--- config.mk ---
export PLATFORM = sky130hd
export DESIGN_NAME = register_file_flat
export DESIGN_NICKNAME = d
export VERILOG_FILES = /design/src/rtl/register_file_pkg.sv /design/src/rtl/register_file_if.sv /design/src/rtl/regfile_read_port.sv /design/src/rtl/register_file.sv /design/src/flat_wrapper.sv
export SDC_FILE = /design/constraint.sdc
export NUM_CORES = 2
export LEC_CHECK = 0
export BUFFER_PORTS_ARGS = -buffer_cell sky130_fd_sc_hd__buf_2
export CORE_AREA = 4 4 376 378
export DETAILED_ROUTE_END_ITERATION = 10
export DIE_AREA = 0 0 380 382
export PLACE_DENSITY = 0.62
export RECOVER_POWER = 50
export SLEW_MARGIN = 20
export SYNTH_ARGS = -nofsm -noshare
export SYNTH_HDL_FRONTEND = slang
export SYNTH_SLANG_ARGS = --single-unit
--- constraint.sdc ---
create_clock -name clk -period 2 [get_ports clk]
set_input_delay 0.3 -clock clk [delete_from_list [all_inputs] [get_ports clk]]
set_output_delay 0.3 -clock clk [all_outputs]
set_load 0.1 [all_outputs]
--- src/rtl/register_file_pkg.sv ---
// Shared sizing constants for the register file and its read ports.
package register_file_pkg;
  localparam int DATA_W   = 32;
  localparam int ADDR_W   = 5;
  localparam int NUM_REGS = 32;
  localparam int ZERO_REG = 0;
endpackage

--- src/rtl/register_file_if.sv ---
// Register-file access bus: two read addresses, one write port, two read data outputs.
interface register_file_if #(
  parameter int DATA_W = 32,
  parameter int ADDR_W = 5
);
  // No handshake: reads are combinational, a write commits on any falling clk edge with regWrite=1.
  logic [ADDR_W-1:0] rs;
  logic [ADDR_W-1:0] rt;
  logic [ADDR_W-1:0] rd;
  logic              regWrite;
  logic [DATA_W-1:0] data;
  logic [DATA_W-1:0] regA;
  logic [DATA_W-1:0] regB;

  modport master (
    output rs, rt, rd, regWrite, data,
    input  regA, regB
  );

  modport slave (
    input  rs, rt, rd, regWrite, data,
    output regA, regB
  );
endinterface

--- src/rtl/regfile_read_port.sv ---
// Combinational read mux over the register array; address 0 always yields zero.
module regfile_read_port
  import register_file_pkg::*;
#(
  parameter int P_DATA_W = register_file_pkg::DATA_W,
  parameter int P_ADDR_W = register_file_pkg::ADDR_W
) (
  input  logic [(2**P_ADDR_W)-1:0][P_DATA_W-1:0] i_regs,
  input  logic [P_ADDR_W-1:0]                    i_addr,
  output logic [P_DATA_W-1:0]                    o_data
);

  always_comb begin
    o_data = '0;
    if (i_addr != P_ADDR_W'(ZERO_REG)) begin
      o_data = i_regs[i_addr];
    end
  end

endmodule

--- src/rtl/register_file.sv ---
// 32-entry register file: falling-edge writes, two combinational read ports, hardwired zero register.
module register_file
  import register_file_pkg::*;
#(
  parameter int P_DATA_W = register_file_pkg::DATA_W,
  parameter int P_ADDR_W = register_file_pkg::ADDR_W
) (
  input  logic             clk,
  input  logic             rst_n,
  register_file_if.slave   bus
);

  localparam int LP_NREGS = 2**P_ADDR_W;

  logic [LP_NREGS-1:0][P_DATA_W-1:0] r_regs;
  logic                              w_we;

  assign w_we = bus.regWrite && (bus.rd != P_ADDR_W'(ZERO_REG));

  // Writing on the falling edge lets a same-cycle reader see the new value in the second half-cycle.
  always_ff @(negedge clk or negedge rst_n) begin
    if (!rst_n) begin
      r_regs <= '0;
    end else if (w_we) begin
      r_regs[bus.rd] <= bus.data;
    end
  end

  regfile_read_port #(
    .P_DATA_W (P_DATA_W),
    .P_ADDR_W (P_ADDR_W)
  ) u_read_a (
    .i_regs (r_regs),
    .i_addr (bus.rs),
    .o_data (bus.regA)
  );

  regfile_read_port #(
    .P_DATA_W (P_DATA_W),
    .P_ADDR_W (P_ADDR_W)
  ) u_read_b (
    .i_regs (r_regs),
    .i_addr (bus.rt),
    .o_data (bus.regB)
  );

endmodule

--- src/flat_wrapper.sv ---
// flat-port wrapper written by rule: the top's interface ports become plain ports
module register_file_flat import register_file_pkg::*;
#(
  parameter int P_DATA_W = register_file_pkg::DATA_W,
  parameter int P_ADDR_W = register_file_pkg::ADDR_W
)
  (clk, rst_n, bus_rs, bus_rt, bus_rd, bus_regWrite, bus_data, bus_regA, bus_regB);
  register_file_if #(.DATA_W(32), .ADDR_W(5)) bus_i ();
  input  logic clk;
  input  logic rst_n;
  input wire logic [$bits(bus_i.rs)-1:0] bus_rs;
  input wire logic [$bits(bus_i.rt)-1:0] bus_rt;
  input wire logic [$bits(bus_i.rd)-1:0] bus_rd;
  input wire logic [$bits(bus_i.regWrite)-1:0] bus_regWrite;
  input wire logic [$bits(bus_i.data)-1:0] bus_data;
  output wire logic [$bits(bus_i.regA)-1:0] bus_regA;
  output wire logic [$bits(bus_i.regB)-1:0] bus_regB;
  assign bus_i.rs = bus_rs;
  assign bus_i.rt = bus_rt;
  assign bus_i.rd = bus_rd;
  assign bus_i.regWrite = bus_regWrite;
  assign bus_i.data = bus_data;
  assign bus_regA = bus_i.regA;
  assign bus_regB = bus_i.regB;
  register_file #(.P_DATA_W(P_DATA_W), .P_ADDR_W(P_ADDR_W)) u_core (.clk(clk), .rst_n(rst_n), .bus(bus_i));
endmodule
==> results list <==
- Yosys printed 0 warnings.
- Mean Syn Cell Area: 15.2 µm²
- Final nets: 4,536
- Total vias in the final route: 39.4k
* Number of cells produced by synthesis: 3,613
* Final cell area excluding filler cells: 0.0780 mm²
- STA classifies the critical path startpoint as a flop.
* RSZ-0062 raised after global routing: true
- Number of cell rows: 136
- The checks that failed: setup timing.
* Initial DRC count: 3,449
* Port Buffers: 113
* Area Growth Syn to Fin: 41.9%
- Clock Path Buffers: 3
* Part of the total power dissipated in sequential elements: 39.6%
- By startpoint and endpoint, the worst setup path is classified as reg2out.
* Insertion delay of the later-clocked pin in the worst-skew pair: 670 ps
- Clock buffers created by TritonCTS: 111
- The internal portion of the total power is 50.4 mW.
* Setup violation total in the final timing report: 1,031
* Global-route wire length before repair: 294,000 µm
- Registers with the highest flip-flop counts: u_core.r_regs: 1024 flops
- Worst-case clock skew: 0 ps
- After clock tree synthesis, the clock-pin slew on the worst setup and hold paths is 40 ps.
- The initial antenna violation count is 4.
* Combinational share of power: 29.3%
- The max-slew violation total from the final report is 0.
- After detailed placement, the total cell area comes to 0.0687 mm².
- The clock net in this run drives a total of 1,024 sinks.
- After layout, the worst setup slack is -1740 ps.
- At the pin with the least slew margin, the transition time is 817 ps.
* Global Route Usage Sum: 27.5%
* Share of total power in the clock network: 31.1%
- More flip-flops sit in one register than any other, and that register is u_core.r_regs.
* HPWL Detailed: 130,000 µm
* Critical path arrival: 3440 ps
* Initial core utilization: 40.0%
- In this run, post-CTS hold repair placed 0 buffers.
* Slew HR: 45.5%
- Summed over all layers, the global routing overflow is 0.
- Synthesis inferred 1,024 register bits.
- Post-detailed-route wirelength per cell: 33.5 µm
* CP required: 1700 ps
* Num ports: 114
* Register-to-register setup slack: 890 ps
* Final-layout fill cell count: 10.4k
- The count of nets left with antenna violations once routing finished came out at 0.
- Static leakage power: 34.3 nW
- Worst setup EP type: output pin
- Setup total negative slack on the finished layout was measured at -227,640 ps.
- The congestion estimate from routability-driven global placement came to 0.859.
- Sw power: 20.4 mW
- Outcome: finished with violations
- TritonRoute pass-1 iters: 5
* Chip Width: 380 µm
- Post-layout util: 56.7%
- Path type of the worst min-delay path: reg2reg
* Power density cells: 909 mW/mm²
- Placeable core region: 0.137 mm²
- The register with the most flip-flops in the layout has 1,024 of them.
- Die area: 0.145 mm²
- CTS H-tree depth: 3
- Entering global routing, the biggest net connects 71 pins.
- Total wirelength of the detailed-routed design: 214,000 µm
- Via count of the first global-routing pass: 41.0k
- Maximum capacitance violations: 0
- Via density per instance: 6.17
- In the routed design, unresolved DRC markers number 0.
- The library cells used most frequently in the layout, excluding fill and tap cells, are dfrtn_1, buf_4, mux2_4.
- Filler-free cell count of the finished design: 6,375
- Netlist area before placement: 0.0550 mm²
- In this run switching power makes up 28.8% of total power.
- Distinct cell type count of the synthesized netlist: 39
- Proportion of layout cells with a drive suffix above 1: 70.4%
- In this run the worst path has a maximum fanout of 2.
- Most common cell after layout, fill and taps aside: dfrtn_1
- Summing the sequential cell areas from Yosys gives 46.6% of the chip area.
- The number of nets in the synthesized netlist is 3,663.
* CTS tree: yes
- Once placement completed, the tool counted placed cells totaling 6,053.
- VDD sags by at most 0.000620 V.
* Die height: 382 µm
- Clock Root Buffer: clkbuf_16
- The final number of hold-violating endpoints came to 0.
cells by family (layout without fill, tap and decap cells):
kind of cell	count (synthesis)	after routing	share of synthesized area, %
AOI/OAI and AO/OA	366	366	4.80
buffers and inverters	425	1391	4.59
DFF	1024	1024	46.6
muxes	1632	1632	42.3
other	0	2	0
and+or+nand+nor	166	166	1.66
worst max-delay path, cell delays in order, from the launching register on:
cell,delay (ps)
dfrtn_1,470
buf_4,130
mux2i_1,100
a221oi_1,340
o21ai_2,160
a311oi_4,330
buf_12,220
power groups by stage:
stage                     Clock, mW  Sequential (mW)  Combinational [mW]
after CTS                      22.3             27.8                19.7
after global placement            0             27.8                18.4
after global routing           23.1             28.4                21.8
final                          22.1             28.0                20.8
after floorplan                   0             27.2                12.3
after detailed placement          0             28.0                18.7
Yosys cell counts:
cell | count | area share, %
nor3b_1 | 4 | 0.055
and2_1 | 2 | 0.023
clkbuf_1 | 177 | 1.2
nand3b_1 | 4 | 0.055
nor3_1 | 1 | 0.0091
inv_2 | 2 | 0.014
nor2b_1 | 66 | 0.75
and3b_1 | 1 | 0.016
nand2b_1 | 2 | 0.023
nor2b_4 | 1 | 0.025
or2_2 | 1 | 0.011
a211oi_1 | 64 | 0.87
a22oi_1 | 64 | 0.87
buf_8 | 3 | 0.082
clkbuf_4 | 1 | 0.014
and3_1 | 1 | 0.011
or4_4 | 2 | 0.041
buf_6 | 68 | 1.4
mux2i_1 | 128 | 2.3
o2111ai_1 | 18 | 0.29
o21ai_1 | 96 | 0.87
and2b_4 | 1 | 0.018
or3b_4 | 1 | 0.020
buf_2 | 107 | 0.97
nand2_1 | 52 | 0.36
mux4_2 | 448 | 18
clkbuf_2 | 2 | 0.018
nand3_1 | 2 | 0.018
nor2_2 | 11 | 0.13
a311oi_1 | 64 | 1.0
a221oi_2 | 1 | 0.027
mux2_2 | 1016 | 21
or2_1 | 2 | 0.023
buf_4 | 65 | 0.89
dfrtn_1 | 1024 | 47
a221oi_1 | 45 | 0.72
nor2_1 | 12 | 0.082
o21ai_0 | 14 | 0.13
mux2_1 | 40 | 0.82
metrics by stage:
stage	hold WS, ps	total power, mW	setup slack, ps
floorplan	402	39.5	-1140
global placement	336	46.2	-1190
detailed placement	342	46.7	-1160
CTS	342	69.7	-1750
global route	351	73.3	-1840
finish	339	70.9	-1740
what timing repair did:
action | 4_1_cts | 5_1_grt
gates resized for setup | 401 | 444
setup buffers | 50 | 60
gates cloned | 21 | 30
pin swaps | 116 | 87
endpoints found under the setup margin | 1055 | 1049
cell type report:
| cell class | instances | area, µm² | share of cell area, % |
|---|---|---|---|
| well taps | 1794 | 2240 | 2.88 |
| flip-flops and latches | 1024 | 25600 | 32.9 |
| clock inverters | 46 | 592 | 0.759 |
| repair buffers | 1183 | 14100 | 18.1 |
| multi-input cells | 2164 | 32100 | 41.2 |
| inverters | 2 | 12.5 | 0.0160 |
| diodes | 2 | 5.00 | 0.00642 |
| clock buffers | 160 | 3270 | 4.19 |
worst paths after layout:
| path | startpoint | end | cells past startpoint |
|---|---|---|---|
| setup / recovery | u_core.r_regs[662] | bus_regB[22] | 6 |
| hold / removal | u_core.r_regs[22] | u_core.r_regs[22] | 0 |
| setup reg to reg | u_core.r_regs[725] | u_core.r_regs[725] | 3 |
| hold reg to reg | u_core.r_regs[22] | u_core.r_regs[22] | 0 |
| max in group asynchronous | rst_n | u_core.r_regs[170] | 3 |
| min in group asynchronous | rst_n | u_core.r_regs[539] | 1 |
routing by layer:
layer | track usage [%] | part of all wire, %
met5 | 0 | 0
met1 | 35.8 | 39
met2 | 45.1 | 47
met4 | 12.2 | 6.1
met3 | 5.18 | 7.5
No activity file was read; power rests on OpenSTA's default activity.
